`src/rtl/globefish_qspi_pkg.sv`:
```
// Shared constants, state encoding and helpers for the globefish QSPI XIP subsystem.
package globefish_qspi_pkg;

  localparam logic [7:0] CMD_QPI_EN = 8'h35;
  localparam logic [7:0] CMD_QREAD  = 8'hEB;
  localparam logic [7:0] CMD_QWRITE = 8'h38;

  localparam logic [3:0] DUMMY_ROM = 4'd8;
  localparam logic [3:0] DUMMY_RAM = 4'd6;

  localparam logic [3:0] SCK_CMD_SERIAL = 4'd8;
  localparam logic [3:0] SCK_CMD_QUAD   = 4'd2;
  localparam logic [3:0] SCK_ADDR       = 4'd6;
  localparam logic [3:0] SCK_DATA       = 4'd8;

  localparam logic [3:0] OEN_SERIAL = 4'b0001;
  localparam logic [3:0] OEN_QUAD   = 4'b1111;
  localparam logic [3:0] OEN_NONE   = 4'b0000;

  typedef enum logic [2:0] {
    INIT_CS,
    INIT_CMD,
    IDLE,
    CMD,
    ADDR,
    DUMMY,
    DATA,
    END
  } state_e;

  // Word address to 24-bit device byte address.
  function automatic logic [23:0] mem_addr(input logic [21:0] word_addr);
    return {word_addr, 2'b00};
  endfunction

endpackage

```
`src/rtl/globefish_qspi_shift.sv`:
```
// SCK generator, MSB-first serial/quad shifter, receive shifter and per-phase SCK counter.
module globefish_qspi_shift
  import globefish_qspi_pkg::*;
(
  input  logic        clk_i,
  input  logic        rst_in,
  input  logic        load_i,
  input  logic        quad_i,
  input  logic [3:0]  sck_cnt_i,
  input  logic [3:0]  oen_i,
  input  logic [31:0] data_i,
  input  logic [3:0]  sd_i,
  output logic        sck_o,
  output logic [3:0]  sd_o,
  output logic [3:0]  oen_o,
  output logic [31:0] rx_o,
  output logic        last_o,
  output logic        done_o
);

  logic        sck_reg, sck_next;
  logic [3:0]  cnt_reg, cnt_next;
  logic [31:0] sh_reg, sh_next;
  logic        quad_reg, quad_next;
  logic [3:0]  oen_reg, oen_next;
  logic [31:0] rx_reg, rx_next;

  always_ff @(posedge clk_i or negedge rst_in) begin
    if (!rst_in) begin
      sck_reg  <= 1'b0;
      cnt_reg  <= 4'd0;
      sh_reg   <= 32'd0;
      quad_reg <= 1'b0;
      oen_reg  <= OEN_NONE;
      rx_reg   <= 32'd0;
    end else begin
      sck_reg  <= sck_next;
      cnt_reg  <= cnt_next;
      sh_reg   <= sh_next;
      quad_reg <= quad_next;
      oen_reg  <= oen_next;
      rx_reg   <= rx_next;
    end
  end

  // A load always lands on a falling SCK half so the new phase's first
  // nibble is set up while SCK is low.
  always_comb begin
    sck_next  = sck_reg;
    cnt_next  = cnt_reg;
    sh_next   = sh_reg;
    quad_next = quad_reg;
    oen_next  = oen_reg;
    rx_next   = rx_reg;
    if (load_i) begin
      sck_next  = 1'b0;
      cnt_next  = sck_cnt_i;
      sh_next   = data_i;
      quad_next = quad_i;
      oen_next  = oen_i;
    end else if (cnt_reg != 4'd0) begin
      if (!sck_reg) begin
        sck_next = 1'b1;
      end else begin
        sck_next = 1'b0;
        cnt_next = cnt_reg - 4'd1;
        sh_next  = quad_reg ? {sh_reg[27:0], 4'b0000} : {sh_reg[30:0], 1'b0};
      end
    end else begin
      oen_next = OEN_NONE;
    end
    // Pads are sampled at the end of every SCK-high cycle, independent of loads.
    if (cnt_reg != 4'd0 && sck_reg) begin
      rx_next = {rx_reg[27:0], sd_i};
    end
  end

  genvar gi;
  for (gi = 0; gi < 4; gi++) begin : g_sd
    if (gi == 0) begin : g_lane0
      assign sd_o[gi] = quad_reg ? sh_reg[28] : sh_reg[31];
    end else begin : g_lane
      assign sd_o[gi] = quad_reg & sh_reg[28 + gi];
    end
  end

  assign sck_o  = sck_reg;
  assign oen_o  = oen_reg;
  assign rx_o   = rx_reg;
  assign last_o = sck_reg && (cnt_reg == 4'd1);
  assign done_o = (cnt_reg == 4'd0);

endmodule

```
`src/rtl/globefish_soc_qspi.sv`:
```
// QSPI XIP controller: turns 32-bit word requests into ROM/PSRAM QSPI transactions.
module globefish_soc_qspi
  import globefish_qspi_pkg::*;
(
  input  logic        clk_i,
  input  logic        rst_in,
  input  logic        en_i,
  input  logic        req_i,
  input  logic        we_i,
  input  logic [24:0] addr_i,
  input  logic [31:0] wdata_i,
  output logic [31:0] rdata_o,
  output logic        ack_o,
  output logic        busy_o,
  output logic        qspi_mem_cs_rom_on,
  output logic        qspi_mem_cs_ram_on,
  output logic        qspi_mem_sck_o,
  output logic [3:0]  qspi_mem_sd_o,
  output logic [3:0]  qspi_mem_oen_o,
  input  logic [3:0]  qspi_mem_sd_i
);

  state_e      state_reg, state_next;
  logic        we_reg, we_next;
  logic        ram_reg, ram_next;
  logic [21:0] waddr_reg, waddr_next;
  logic [31:0] wdata_reg, wdata_next;
  logic [31:0] rdata_reg, rdata_next;

  logic        ld;
  logic        ld_quad;
  logic [3:0]  ld_sck;
  logic [3:0]  ld_oen;
  logic [31:0] ld_data;
  logic        sh_last;
  logic        sh_done;
  logic [31:0] rx_data;
  logic [31:0] tx_word;
  logic [31:0] rx_word;
  logic        accept;
  logic        xfer;
  logic        unused_addr_bits;

  assign unused_addr_bits = ^addr_i[1:0];

  // Bus words are little-endian on the wire: byte 0 travels first.
  genvar gi;
  for (gi = 0; gi < 4; gi++) begin : g_swap
    assign tx_word[31 - 8*gi -: 8] = wdata_reg[8*gi +: 8];
    assign rx_word[8*gi +: 8]      = rx_data[31 - 8*gi -: 8];
  end

  always_ff @(posedge clk_i or negedge rst_in) begin
    if (!rst_in) begin
      state_reg <= INIT_CS;
      we_reg    <= 1'b0;
      ram_reg   <= 1'b0;
      waddr_reg <= 22'd0;
      wdata_reg <= 32'd0;
      rdata_reg <= 32'd0;
    end else begin
      state_reg <= state_next;
      we_reg    <= we_next;
      ram_reg   <= ram_next;
      waddr_reg <= waddr_next;
      wdata_reg <= wdata_next;
      rdata_reg <= rdata_next;
    end
  end

  assign accept = (state_reg == IDLE) && req_i && en_i;

  always_comb begin
    state_next = state_reg;
    we_next    = we_reg;
    ram_next   = ram_reg;
    waddr_next = waddr_reg;
    wdata_next = wdata_reg;
    rdata_next = rdata_reg;
    ld         = 1'b0;
    ld_quad    = 1'b1;
    ld_sck     = 4'd0;
    ld_oen     = OEN_NONE;
    ld_data    = 32'd0;
    case (state_reg)
      INIT_CS: begin
        ld         = 1'b1;
        ld_quad    = 1'b0;
        ld_sck     = SCK_CMD_SERIAL;
        ld_oen     = OEN_SERIAL;
        ld_data    = {CMD_QPI_EN, 24'h000000};
        state_next = INIT_CMD;
      end
      INIT_CMD: begin
        if (sh_done) state_next = IDLE;
      end
      IDLE: begin
        if (accept) begin
          we_next    = we_i;
          ram_next   = addr_i[24];
          waddr_next = addr_i[23:2];
          wdata_next = wdata_i;
          // The ROM is read-only: a write is acknowledged without touching the bus.
          if (we_i && !addr_i[24]) begin
            state_next = END;
          end else begin
            state_next = CMD;
            ld         = 1'b1;
            ld_data    = {(we_i ? CMD_QWRITE : CMD_QREAD), 24'h000000};
            ld_quad    = addr_i[24];
            ld_sck     = addr_i[24] ? SCK_CMD_QUAD : SCK_CMD_SERIAL;
            ld_oen     = addr_i[24] ? OEN_QUAD : OEN_SERIAL;
          end
        end
      end
      CMD: begin
        if (sh_last) begin
          state_next = ADDR;
          ld         = 1'b1;
          ld_sck     = SCK_ADDR;
          ld_oen     = OEN_QUAD;
          ld_data    = {mem_addr(waddr_reg), 8'h00};
        end
      end
      ADDR: begin
        if (sh_last) begin
          ld = 1'b1;
          if (we_reg) begin
            state_next = DATA;
            ld_sck     = SCK_DATA;
            ld_oen     = OEN_QUAD;
            ld_data    = tx_word;
          end else begin
            state_next = DUMMY;
            ld_sck     = ram_reg ? DUMMY_RAM : DUMMY_ROM;
            ld_oen     = OEN_NONE;
          end
        end
      end
      DUMMY: begin
        if (sh_last) begin
          state_next = DATA;
          ld         = 1'b1;
          ld_sck     = SCK_DATA;
          ld_oen     = OEN_NONE;
        end
      end
      DATA: begin
        if (sh_done) begin
          state_next = END;
          if (!we_reg) rdata_next = rx_word;
        end
      end
      END: begin
        state_next = IDLE;
      end
      default: begin
        state_next = INIT_CS;
      end
    endcase
  end

  globefish_qspi_shift u_shift (
    .clk_i     (clk_i),
    .rst_in    (rst_in),
    .load_i    (ld),
    .quad_i    (ld_quad),
    .sck_cnt_i (ld_sck),
    .oen_i     (ld_oen),
    .data_i    (ld_data),
    .sd_i      (qspi_mem_sd_i),
    .sck_o     (qspi_mem_sck_o),
    .sd_o      (qspi_mem_sd_o),
    .oen_o     (qspi_mem_oen_o),
    .rx_o      (rx_data),
    .last_o    (sh_last),
    .done_o    (sh_done)
  );

  assign xfer = (state_reg == CMD) || (state_reg == ADDR) ||
                (state_reg == DUMMY) || (state_reg == DATA);

  assign qspi_mem_cs_rom_on = !(xfer && !ram_reg);
  assign qspi_mem_cs_ram_on = !((state_reg == INIT_CMD) || (xfer && ram_reg));
  assign ack_o              = (state_reg == END);
  assign busy_o             = (state_reg != IDLE);
  assign rdata_o            = rdata_reg;

endmodule

```
`config.mk`:
```
export PLATFORM = sky130hd
export DESIGN_NAME = globefish_soc_qspi
export DESIGN_NICKNAME = d
export VERILOG_FILES = /design/src/rtl/globefish_qspi_pkg.sv /design/src/rtl/globefish_qspi_shift.sv /design/src/rtl/globefish_soc_qspi.sv
export SDC_FILE = /design/constraint.sdc
export NUM_CORES = 1
export LEC_CHECK = 0
export ABC_CLOCK_PERIOD_IN_PS = 2100
export CORE_MARGIN = 2
export CORE_UTILIZATION = 55
export CTS_BUF_LIST = sky130_fd_sc_hd__clkbuf_16
export CTS_CLUSTER_SIZE = 14
export DETAILED_ROUTE_END_ITERATION = 7
export GPL_TIMING_DRIVEN = 0
export PLACE_DENSITY = 0.78
export SLEW_MARGIN = 20
export SYNTH_ARGS = -nofsm -noshare
export SYNTH_HDL_FRONTEND = slang
export SYNTH_SLANG_ARGS = --single-unit
```
`constraint.sdc`:
```
create_clock -name clk_i -period 2.1 [get_ports clk_i]
set_input_delay 0.525 -clock clk_i [delete_from_list [all_inputs] [get_ports clk_i]]
set_output_delay 0.525 -clock clk_i [all_outputs]
set_load 0.02 [all_outputs]
```
==> results by group <==
GRT
  – Tot GR Track Use: 0.264
  – Vias in the first global route: 5903
  – Initial antenna violation count: 0
  – Largest net degree at the start of global routing: 89
  – First-pass GRT wire length: 30100 um
  – GRT overflow: 0

Logic synthesis
  – Synth Area per Inst: 11.0 sq um
  – Mapped Area: 0.00757 sq mm
  – Simple-gate share of the synthesized area: 0.141
  – Top cell type by total area after synthesis: dfrtp_1
  – XOR/XNOR Fraction of Synth Area: 0.00347
  – Area share of fa/ha/maj cells after synthesis: 0.00496
  – Post-synth top area share: 0.539
  – Synth Flop Type: dfrtp_1
  – Fraction of registers with async set/reset: 1.00
  – Count leader, synth: nand2_1
  – Yosys cell types: 57
  – Post-synthesis mux area share: 0.136
  – Synth top area cells: dfrtp_1 54%, mux2_2 13%, nand2_1 9.9%
  – Yosys warns: 0
  – Syn Nets: 758
  – Complex-gate fraction of the synthesized area: 0.126
  – Post-synthesis sequential area ratio: 0.539
  – Cells after synthesis: 689
  – EDFF count, synth: 0
  – Post-synth top cells: 199 x nand2_1, 163 x dfrtp_1, 87 x mux2_2
  – Largest family of logic cells by synthesized area: simple AND/OR/NAND/NOR gates
  – Flops & latches, synth: 163

Cells and area
  – Layout Nets: 899
  – Non-Filler Instances: 1019
  – Diode count: 0
  – Design area: 0.00971 sq mm
  – Share of layout cells above drive strength 1: 0.251
  – Number of fill cells in the layout: 939
  – Area Overhead vs Synth: 28.2%

Status
  – Outcome: complete, but fails checks
  – Failing checks: negative setup slack

Setup path
  – Worst endpoint data arrival time: 1670 ps
  – Worst setup path class: reg -> out
  – R2R depth: 8
  – FF-to-FF End: u_shift.sh_reg[28]
  – Crit path launch type: flop
  – Crit. Startpoint: state_reg[2]
  – Worst path depth: 6
  – Worst path slowest cell: dfrtp_1
  – Reg2reg setup slack: 30 ps
  – Worst-path cell chain: buf_6 > buf_8 > nand2_2 > nand2_1 > a221o_1 > buf_6
  – CP endpoint kind: output pin
  – Max stage delay on crit path: 400 ps
  – Worst-path fanout max: 6
  – Worst EP required: 1570 ps
  – CP most frequent cell: buf_6
  – Buffer and inverter count on the worst path: 3
  – RR Startpoint: state_reg[2]
  – CP delay by family, top: flip-flops

Worst hold path
  – HP Class: in -> async

Detailed routing
  – Vias: 5853
  – Vias per inst: 5.74
  – 1st-iter DRT viols: 523
  – Antenna-violating nets left: 0
  – DR WL/cell: 18.0 um
  – Drt first pass iters: 5
  – Drt total wl: 18400 um
  – Drc violations: 0

STA
  – Final worst path period share: 1.05
  – Min Tclk post-route: 2200 ps
  – Hold WS: 97.6 ps
  – Setup TNS: -98.2 ps
  – Pins Over Slew Limit: 0
  – Final WS setup: -98.2 ps
  – Slew @ Worst Pin: 647 ps
  – Final setup fails: 1
  – Final hold violation count: 0
  – Slew margin rel.: 0.568
  – Fmax: 455 MHz
  – Skew final: 9.53 ps
  – Setup repair after global routing missed its margin: yes

Power
  – Seq pwr share: 0.354
  – NetSw: 5.78 mW
  – Peak VDD IR: 0.824 mV
  – Internal: 10.2 mW
  – Leak pwr: 4.39 nW
  – PD cells: 1650 mW/mm^2
  – Logic pwr share: 0.451
  – Clock power frac: 0.195
  – Total power: 16.0 mW
  – Net Sw Frac: 0.362

Placed design
  – Inst Count DP: 974
  – Placed cell areas: 0.00890 sq mm
  – Hpwl dp: 12600 um
  – Gp weighted congestion: 0.861
  – PortBufs: 108

Clocking
  – Cts bufs inserted: 17
  – H-Tree Depth: 4
  – Worst skew pair latency: 430 ps
  – Post-CTS Hold Buffers: 0
  – Root buffer cell: clkbuf_16
  – Sink Count: 163
  – CTS tree: done
  – CTS Buffer Depth: 2
  – Clock Pin Slew Worst Setup and Hold Paths: 70 ps

Floorplan
  – Die height: 121 um
  – Starting Density: 0.567
  – Core Area: 0.0133 sq mm
  – Row count: 42
  – Die X: 121 um
  – Die area: 0.0147 sq mm
  – Num ports: 111

Run
  – MaxCap Viol Count: 0
layout make-up:
| type | instances | area (sq um) | area share |
|---|---|---|---|
| repair buffers | 125 | 1240 | 0.128 |
| well taps | 176 | 220 | 0.0227 |
| plain buffers | 53 | 407 | 0.0419 |
| flip-flops and latches | 163 | 4080 | 0.421 |
| multi-input cells | 463 | 3140 | 0.324 |
| clock buffers | 17 | 425 | 0.0438 |
| clock inverters | 15 | 164 | 0.0169 |
| inverters | 7 | 26.3 | 0.00271 |
through the flow:
| step | setup WS, ps | util |
|---|---|---|
| 2_1_floorplan | 92.0 | - |
| 3_3_place_gp | -5740 | 0.665 |
| 3_5_place_dp | -495 | 0.667 |
| 4_1_cts | -83.4 | 0.715 |
| 5_1_grt | -140 | 0.727 |
| 6_report | -98.2 | 0.727 |
worst max path at each step:
stage / to / slack, ps
finish: qspi_mem_cs_ram_on / -100
floorplan: qspi_mem_cs_rom_on / 90
global route: qspi_mem_cs_ram_on / -140
global placement: wdata_reg[29] / -5740
detailed placement: qspi_mem_cs_rom_on / -490
CTS: qspi_mem_cs_ram_on / -80
layout by cell type, fill, tap and decap left out, types with 3 or more instances in the layout:
cell             netlist  final
buf_6                 10     13
a22o_1                21     21
buf_2                 21     16
nand4_1                3      3
nand3_1                5      5
nand2_1              199    198
clkdlybuf4s50_1        0     97
nor2b_1                4      4
o21ai_0               10      9
dfrtp_2                0      4
o211ai_1              30     30
a21oi_1                4      4
mux2_1                 3      3
clkbuf_4               0      5
a2bb2oi_1             29     27
inv_1                  6      5
buf_8                  0      5
inv_6                  0      7
mux2_2                87     87
and2_1                 5      5
clkbuf_16              0     17
a22oi_1                5      5
nor3_1                 3      3
and3_1                 4      4
buf_4                 10     23
clkbuf_1              11      5
nor2_1                 8      8
a31oi_1                5      5
clkbuf_2               1      7
ha_1                   3      3
dfrtp_1              163    159
logic make-up (layout without fill, tap and decap cells):
logic type / after synthesis / count (layout)
AOI/OAI and AO/OA: 120 / 120
xor gates and xnor gates: 3 / 3
adders and majority gates: 3 / 3
buffers and inverters: 63 / 217
DFF: 163 / 163
muxes: 91 / 91
and+or+nand+nor: 246 / 246
power groups by stage:
stage	clock network [mW]	registers, mW	logic (mW)
after floorplan	0	5.51	4.63
after global placement	0	5.54	6.37
after detailed placement	0	5.64	6.62
after CTS	3.15	5.62	6.74
after global routing	3.27	5.84	7.76
final	3.11	5.66	7.20
routing by layer:
| layer | GRT usage | part of all wire | vias to the layer above | wire [um] |
|---|---|---|---|---|
| met3 | 0.0597 | 0.064 | 26 | 1180 |
| li1 | - | - | 2699 | - |
| met5 | 0 | 0 | - | 0 |
| met1 | 0.371 | 0.45 | 2906 | 8210 |
| met2 | 0.405 | 0.47 | 222 | 8670 |
| met4 | 0.0927 | 0.018 | 0 | 328 |
timing repair:
item,in CTS,in global routing
resized for setup,39,33
pin swaps,0,4
buffers inserted,3,13
setup endpoints to repair,9,49
No activity file was read; power rests on OpenSTA's default activity.
